File: config.mk
export PLATFORM = sky130hd
export DESIGN_NAME = break_arbiter
export DESIGN_NICKNAME = d
export VERILOG_FILES = /design/src/rtl/break_arbiter_pkg.sv /design/src/rtl/break_arbiter_rr_pick.sv /design/src/rtl/break_arbiter.sv
export SDC_FILE = /design/constraint.sdc
export NUM_CORES = 1
export LEC_CHECK = 0
export CORE_UTILIZATION = 40
export CTS_CLUSTER_DIAMETER = 50
export DETAILED_ROUTE_END_ITERATION = 6
export MAX_ROUTING_LAYER = met4
export PLACE_DENSITY_LB_ADDON = 0.3
export SLEW_MARGIN = 10
export SYNTH_ARGS = -nofsm -noshare
export SYNTH_HDL_FRONTEND = slang
export SYNTH_SLANG_ARGS = --single-unit
export TNS_END_PERCENT = 30
File: constraint.sdc
create_clock -name clk -period 2.1 [get_ports clk]
set_input_delay 0.21 -clock clk [delete_from_list [all_inputs] [get_ports clk]]
set_output_delay 0.21 -clock clk [all_outputs]
set_load 0.02 [all_outputs]
File: src/rtl/break_arbiter_pkg.sv
// break_arbiter_pkg: shared widths, state encoding and index helpers for the data-break arbiter
package break_arbiter_pkg;
   localparam int ADDR_W  = 15;
   localparam int WORD_W  = 12;
   localparam int MAX_REQ = 4;
   typedef enum logic [2:0] {BA_IDLE, BA_REQ, BA_XFER, BA_DONE, BA_WAIT} ba_state_t;
   function automatic logic [1:0] oh_idx(input logic [MAX_REQ-1:0] v);
      return v[3] ? 2'd3 : v[2] ? 2'd2 : v[1] ? 2'd1 : 2'd0;
   endfunction
   function automatic logic [1:0] rr_next(input logic [1:0] idx, input int n);
      return (int'(idx) + 1 >= n) ? 2'd0 : idx + 2'd1;
   endfunction
endpackage

File: src/rtl/break_arbiter_rr_pick.sv
// rr_pick: combinational round-robin picker, first set request at or after ptr wins
module rr_pick #(
   parameter int NREQ = 2
) (
   input  logic [NREQ-1:0] req,
   input  logic [1:0]      ptr,
   output logic [NREQ-1:0] gnt
);
   logic found;
   always_comb begin
      gnt = '0;
      found = 1'b0;
      for (int k = 0; k < NREQ; k++)
         for (int i = 0; i < NREQ; i++)
            if (!found && req[i] && i == (int'(ptr) + k) % NREQ) begin
               gnt[i] = 1'b1;
               found = 1'b1;
            end
   end
endmodule

File: src/rtl/break_arbiter.sv
// break_arbiter: round-robin owner of the single-cycle data-break memory path
module break_arbiter
   import break_arbiter_pkg::*;
#(
   parameter int NREQ      = 2,
   parameter int BREAK_LEN = 3
) (
   input  logic                     clk,
   input  logic                     resetn,
   input  logic                     clear,
   input  logic [NREQ-1:0]          brk_req,
   input  logic [NREQ-1:0]          brk_to_mem,
   input  logic [0:ADDR_W*NREQ-1]   brk_addr,
   input  logic [0:WORD_W*NREQ-1]   brk_wdata,
   input  logic                     break_in_prog,
   input  logic [0:WORD_W-1]        mem2disk,
   output logic                     data_break,
   output logic                     to_disk,
   output logic [0:ADDR_W-1]        dmaAddr,
   output logic [0:WORD_W-1]        disk2mem,
   output logic [NREQ-1:0]          brk_gnt,
   output logic [NREQ-1:0]          brk_done,
   output logic [0:WORD_W-1]        brk_rdata
);
   localparam int CNT_W = $clog2(BREAK_LEN + 1);
   ba_state_t state, nxt;
   logic [CNT_W-1:0] cnt;
   logic [1:0] rr;
   logic [NREQ-1:0] pick;
   logic [0:ADDR_W-1] sel_addr;
   logic [0:WORD_W-1] sel_wdata;
   logic sel_to_mem, own_req, busy, busy_nxt;
   rr_pick #(.NREQ(NREQ)) u_pick (.req(brk_req), .ptr(rr), .gnt(pick));
   assign own_req  = |(brk_req & brk_gnt);
   assign brk_done = (state == BA_DONE) ? brk_gnt : '0;
   assign busy     = state == BA_REQ || state == BA_XFER;
   assign busy_nxt = nxt == BA_REQ || nxt == BA_XFER;
   always_comb begin
      sel_addr = '0;
      sel_wdata = '0;
      sel_to_mem = 1'b0;
      for (int i = 0; i < NREQ; i++)
         if (pick[i]) begin
            sel_addr = brk_addr[ADDR_W*i +: ADDR_W];
            sel_wdata = brk_wdata[WORD_W*i +: WORD_W];
            sel_to_mem = brk_to_mem[i];
         end
   end
   // once memory has acknowledged, the cycle runs to completion regardless of clear or drop
   always_comb begin
      nxt = state;
      case (state)
         BA_IDLE: nxt = (|brk_req && !break_in_prog) ? BA_REQ : BA_IDLE;
         BA_REQ:  nxt = break_in_prog ? BA_XFER : (clear || !own_req) ? BA_IDLE : BA_REQ;
         BA_XFER: nxt = (cnt == '0) ? BA_DONE : BA_XFER;
         BA_DONE: nxt = BA_WAIT;
         BA_WAIT: nxt = break_in_prog ? BA_WAIT : BA_IDLE;
         default: nxt = BA_IDLE;
      endcase
   end
   always_ff @(posedge clk or negedge resetn)
      if (!resetn) state <= BA_IDLE;
      else state <= nxt;
   always_ff @(posedge clk or negedge resetn)
      if (!resetn) begin
         data_break <= 1'b0;
         to_disk <= 1'b0;
         dmaAddr <= '0;
         disk2mem <= '0;
         brk_gnt <= '0;
         brk_rdata <= '0;
         cnt <= '0;
         rr <= '0;
      end else begin
         data_break <= busy && busy_nxt;
         if (state == BA_IDLE && nxt == BA_REQ) begin
            brk_gnt <= pick;
            dmaAddr <= sel_addr;
            disk2mem <= sel_wdata;
            to_disk <= ~sel_to_mem;
         end
         if ((state == BA_REQ || state == BA_WAIT) && nxt == BA_IDLE) brk_gnt <= '0;
         if (state == BA_REQ && nxt == BA_XFER) cnt <= CNT_W'(BREAK_LEN - 1);
         else if (state == BA_XFER && cnt != '0) cnt <= cnt - CNT_W'(1);
         if (state == BA_XFER && cnt == '0 && to_disk) brk_rdata <= mem2disk;
         if (state == BA_DONE) rr <= rr_next(oh_idx(MAX_REQ'(brk_gnt)), NREQ);
      end
endmodule

* After elaboration in Yosys (flattened, before gate mapping) *
Index checks and enable logic that the tools add are counted.

cells by class
  mux-type cells = 25
  bitwise operators = 3
  equality and inequality tests = 7
  add/subtract/negate cells = 4
  reduce and logical (&&, ||, !) cells = 34
  magnitude comparators = 1

operator list
  cell                                                 count
  logical NOT 32 bit                                   2
  two-way mux 15 bit                                   2
  two-way mux 12 bit                                   2
  logical AND 1 bit                                    15
  one-hot mux 3 bit (5 select lines)                   1
  two-way mux 1 bit                                    13
  two-way mux 2 bit                                    6
  equality test 3 x 2 -> 1 bit, second input constant  3
  equality test 3 x 1 -> 1 bit, second input constant  2
  logical NOT 3 bit                                    2
  nonzero test 2 bit                                   3
  logical NOT 1 bit                                    5
  logical OR 1 bit                                     4
  OR reduction 2 bit                                   2
  equality test 3 bit, second input constant           1
  two-way mux 3 bit                                    1
  adder 1 bit, second input constant                   2
  adder 1 x 1 -> 2 bit, second input constant          1
  AND 2 bit                                            1
  equality test 2 bit, first input constant            1
  >= comparator 2 bit, second input constant           1
  logical NOT 2 bit                                    1
  subtractor 2 x 1 -> 2 bit, second input constant     1
  AND 1 bit, first input constant                      1
  NOT 1 bit                                            1

storage, ports and cells
  register bits after elaboration = 49
  output and inout port bits = 45
  logic and storage cells = 83
  input bits = 74

* Logic depth before layout (Yosys ltp) *
  depth in word-level cells = 17
  depth in mapped cells = 6
  gate-level depth less buffers = 5

* Cells and area by module *
From an unflattened synthesis, not the netlist that was laid out.

second synthesis, totals
  cell total of the unflattened synthesis = 177
  area total of the unflattened synthesis = 2313.5 µm²

by module, submodules not included
  module         area each (µm²)  instances  sequential area each (µm²)  cells an instance
  break_arbiter  2294.7           1          1226.2                      174
  rr_pick        18.8             1          0.0                         3

* Worst setup path before layout *
Ideal clock, no wire load.

  path kind = flip-flop to flip-flop
  from = register cnt[0]
  to = register cnt[1]
  setup time = 0.126 ns
  arrival = 1.367 ns
  required time = 1.974 ns
  buffers on the path = 0
  path slack = 0.607 ns
  period minus slack after synthesis = 1.493 ns
  stages on the path, launching flop included = 5
  path through = dfrtp_1 > inv_1 > ha_1 > or4b_4 > a221o_1

between the ends
  word-level cells in the longest chain between the ends = 6
  elaborated cells on any way between the ends = 11
  classes of those cells = add/sub: 1; eq/ne: 1; mux: 4; reduce/logical: 5

RTL lines
  what                                                     line                 source
  from (decl)                                              break_arbiter.sv:27  logic [CNT_W-1:0] cnt;
  from (signal assigned)                                   break_arbiter.sv:83  if (state == BA_REQ && nxt == BA_XFER) cnt <= CNT_W'(BREAK_LEN - 1);
  from (signal assigned)                                   break_arbiter.sv:84  else if (state == BA_XFER && cnt != '0) cnt <= cnt - CNT_W'(1);
  logical NOT 2 bit                                        break_arbiter.sv:55  BA_XFER: nxt = (cnt == '0) ? BA_DONE : BA_XFER;
  two-way mux 1 bit                                        break_arbiter.sv:55
  one-hot mux 3 bit (5 select lines)                       break_arbiter.sv:52  case (state)
  equality test 3 x 2 -> 1 bit                             break_arbiter.sv:83
  logical AND 1 bit                                        break_arbiter.sv:83
  two-way mux 2 bit or nonzero test 2 bit (tied branches)  n/a

Parallel ways exist; a longest one is shown, timed or not. The select of a mux whose other input is x is not followed.
A chain may end at the register's enable or synchronous reset.

* Worst setup path in the final report *
  from = register state[2]
  to = output brk_done[0]

between the ends
  word-level cells in the longest chain between the ends = 2

RTL lines
  what                          line                 source
  from (decl)                   break_arbiter.sv:26  ba_state_t state, nxt;
  from (signal assigned)        break_arbiter.sv:63  else state <= nxt;
  equality test 3 x 2 -> 1 bit  break_arbiter.sv:35  assign brk_done = (state == BA_DONE) ? brk_gnt : '0;
  two-way mux 2 bit             break_arbiter.sv:35
  to (decl)                     break_arbiter.sv:22  output logic [NREQ-1:0] brk_done,

No other way between the ends.

==> out/results.ini <==
[final_layout]
layout_commonest_cell=clkdlybuf4s50_1
diodes=0
drive_above_1_share=0.119
layout_common_cells=clkdlybuf4s50_1, a21oi_1, dfrtp_1, a32oi_1
fin_area_um2=3660
area_growth_pct=58.9
finalNetCount=404
num-fill-cells=449

[setup_path]
critPathCaptureType=primary output
startpoint=state[2]
cp-endpoint=brk_done[0]
arrival_ns=1.76
cp.required_ns=1.89
timing.rr.start=state[0]
r2r-end=brk_gnt[0]
reg2reg_depth=3
crit_fanout=13
crit_type=reg -> out
ff2ff_setup_slack_ns=0.37
startpoint_type=register

[timing]
slew_violations=0
setup_ws_ns=0.133
hold_viol_final=0
period_share=0.936
rsz0062_at_grt=no
clock_skew_ns=0.00529
fmax_mhz=509
post-route-min-period_ns=1.97
slew_headroom=0.568
tightest_slew_ns=0.632
setup_viol=0
fin_setup_tns_ns=0

[grt]
grt_pass1_wl_um=10500
gr-usage-all-layers=0.230
grt_pass1_vias=2118
antenna_found_initial=0
grt_max_degree=31
grt-ovfl-total=0

[synthesis]
synth_cells=212
yosys.area.top_type_share=0.532
synth_area_um2=2300
synth_warnings=0
synth_nets=287
yosys-top-cells-area=dfrtp_1, a21oi_1, a32oi_1
avgSynthCellArea_um2=10.9
seq_area_frac_synth=0.532
yosys_register_bits=49
ys_types=35
yosysTopAreaCell=dfrtp_1

[place]
hpwl_um=4650
placed_cell_area_um2=3560
place_ws_ns=0.157
gp_congestion=0.795
portBuffers=118

[power_and_ir_drop]
p_leak_nw=1.43
ir_drop_uv=623
power_density_nw_per_um2=1390

[floorplan]
die_w_um=77.9
start_util=0.416
io_pins=119
die_h_um=77.9
num_rows=27
fp.coreArea_um2=5540
dieArea_um2=6070

[outcome]
status=finished clean

[cts]
cts_tree=yes
h-tree-depth=2
post-cts-setup-buffers=0
cts_inserted_buffers=5
clockBufferDepth=2
root_buffer=clkbuf_8
path_clk_slew_ns=0.09
clk_latency_ns=0.30
cts_sinks=49

[drt]
via_count=2229
drtPass1Iterations=4
wirelength_um=6480
first_iter_violations=110
vias_per_cell=5.56
drc=0
drtAntennaViolNets=0
wl_per_cell_um=16.2

[worst_hold_path]
hp-class=in -> async

[job]
cap_viol_max_count=0

[metal layers]
| metal | GRT usage | up-vias | routed length (µm) | share of wire |
|---|---|---|---|---|
| met1 | 0.307 | 1088 | 2770 | 0.43 |
| met2 | 0.350 | 82 | 3210 | 0.50 |
| li1 | - | 1044 | - | - |
| met4 | 0.0906 | 0 | 188 | 0.029 |
| met3 | 0.0388 | 15 | 308 | 0.048 |
| met5 | - | - | 0 | 0 |
[cells by family after synthesis]
group | after synthesis | synth area share
buffers and inverters | 24 | 0.0505
muxes | 14 | 0.0679
and+or+nand+nor | 23 | 0.0587
DFF | 49 | 0.532
xor gates and xnor gates | 1 | 0.00380
adders and majority gates | 1 | 0.00543
AOI/OAI and AO/OA | 100 | 0.281
[worst max-delay path: stages, from the launching register on]
cell             delay (ns)
dfrtp_1                0.52
nor2b_1                0.18
and3_1                 0.16
clkdlybuf4s50_1        0.59
[repair_timing]
item / 4_1_cts / 5_1_grt
endpoints found under the setup margin: 0 / 2
gates resized for setup: 0 / 1
hold buffers: 1 / 0
hold endpoints to repair: 28 / 0
[stage by stage]
step / hold slack [ns] / std cells / utilization / power [mW]
final: 0.495 / 401 / 0.661 / 5.09
after global routing: 0.526 / 401 / 0.661 / 5.44
after CTS: 0.501 / 401 / 0.661 / 5.13
after detailed placement: 0.279 / 393 / 0.643 / 4.55
after global placement: 0.272 / 393 / 0.643 / 4.50
after floorplan: -0.0856 / 212 / - / 3.27
[layout make-up]
class                      count  area (µm²)  area share
timing repair buffer         132        1280       0.351
multi-input combinational    139         966       0.264
sequential                    49        1230       0.335
clock buffer                   7        86.3      0.0236
inverter                       2        7.51     0.00205
tap                           72        90.1      0.0246
[power breakdown]
| group | internal [mW] | switching (mW) |
|---|---|---|
| clock network | 0.262 | 0.293 |
| registers | 1.42 | 0.334 |
| logic | 1.38 | 1.40 |
[worst min-delay path by stage]
stage | startpoint | end | slack (ns) | cells after the start
2_1_floorplan | resetn | brk_gnt[0] | -0.09 | 0
5_1_grt | mem2disk[2] | brk_rdata[2] | 0.53 | 2
4_1_cts | resetn | brk_rdata[0] | 0.50 | 2
6_report | resetn | brk_rdata[0] | 0.50 | 2
3_5_place_dp | resetn | brk_rdata[9] | 0.28 | 1
3_3_place_gp | resetn | brk_rdata[5] | 0.27 | 1
[sequential cells by signal, indices dropped and copies added, names as in the netlist]
signal	cells
dmaAddr	15
brk_rdata	12
disk2mem	12
state	3
brk_gnt	2
cnt	2
data_break	1
rr	1
to_disk	1
[synthesized netlist by cell type]
| cell type | n |
|---|---|
| a2111oi_0 | 1 |
| a21bo_2 | 1 |
| a21boi_2 | 1 |
| a21oi_1 | 56 |
| a221o_1 | 1 |
| a22o_1 | 1 |
| a22oi_1 | 2 |
| a311oi_1 | 1 |
| a32oi_1 | 28 |
| and2_1 | 1 |
| and3_1 | 2 |
| buf_2 | 6 |
| buf_4 | 3 |
| buf_6 | 1 |
| clkbuf_1 | 12 |
| dfrtp_1 | 49 |
| ha_1 | 1 |
| inv_1 | 2 |
| mux2_2 | 13 |
| mux2i_1 | 1 |
| nand2_1 | 4 |
| nand2b_1 | 2 |
| nand3_1 | 1 |
| nand3b_1 | 1 |
| nand4_1 | 1 |
| nor2_1 | 4 |
| nor2b_1 | 2 |
| nor3_1 | 1 |
| nor3b_1 | 2 |
| nor4b_1 | 1 |
| o211a_1 | 1 |
| o21ai_0 | 6 |
| o21ba_2 | 1 |
| or4b_4 | 1 |
| xnor2_1 | 1 |
No activity file was read; power rests on OpenSTA's default activity.
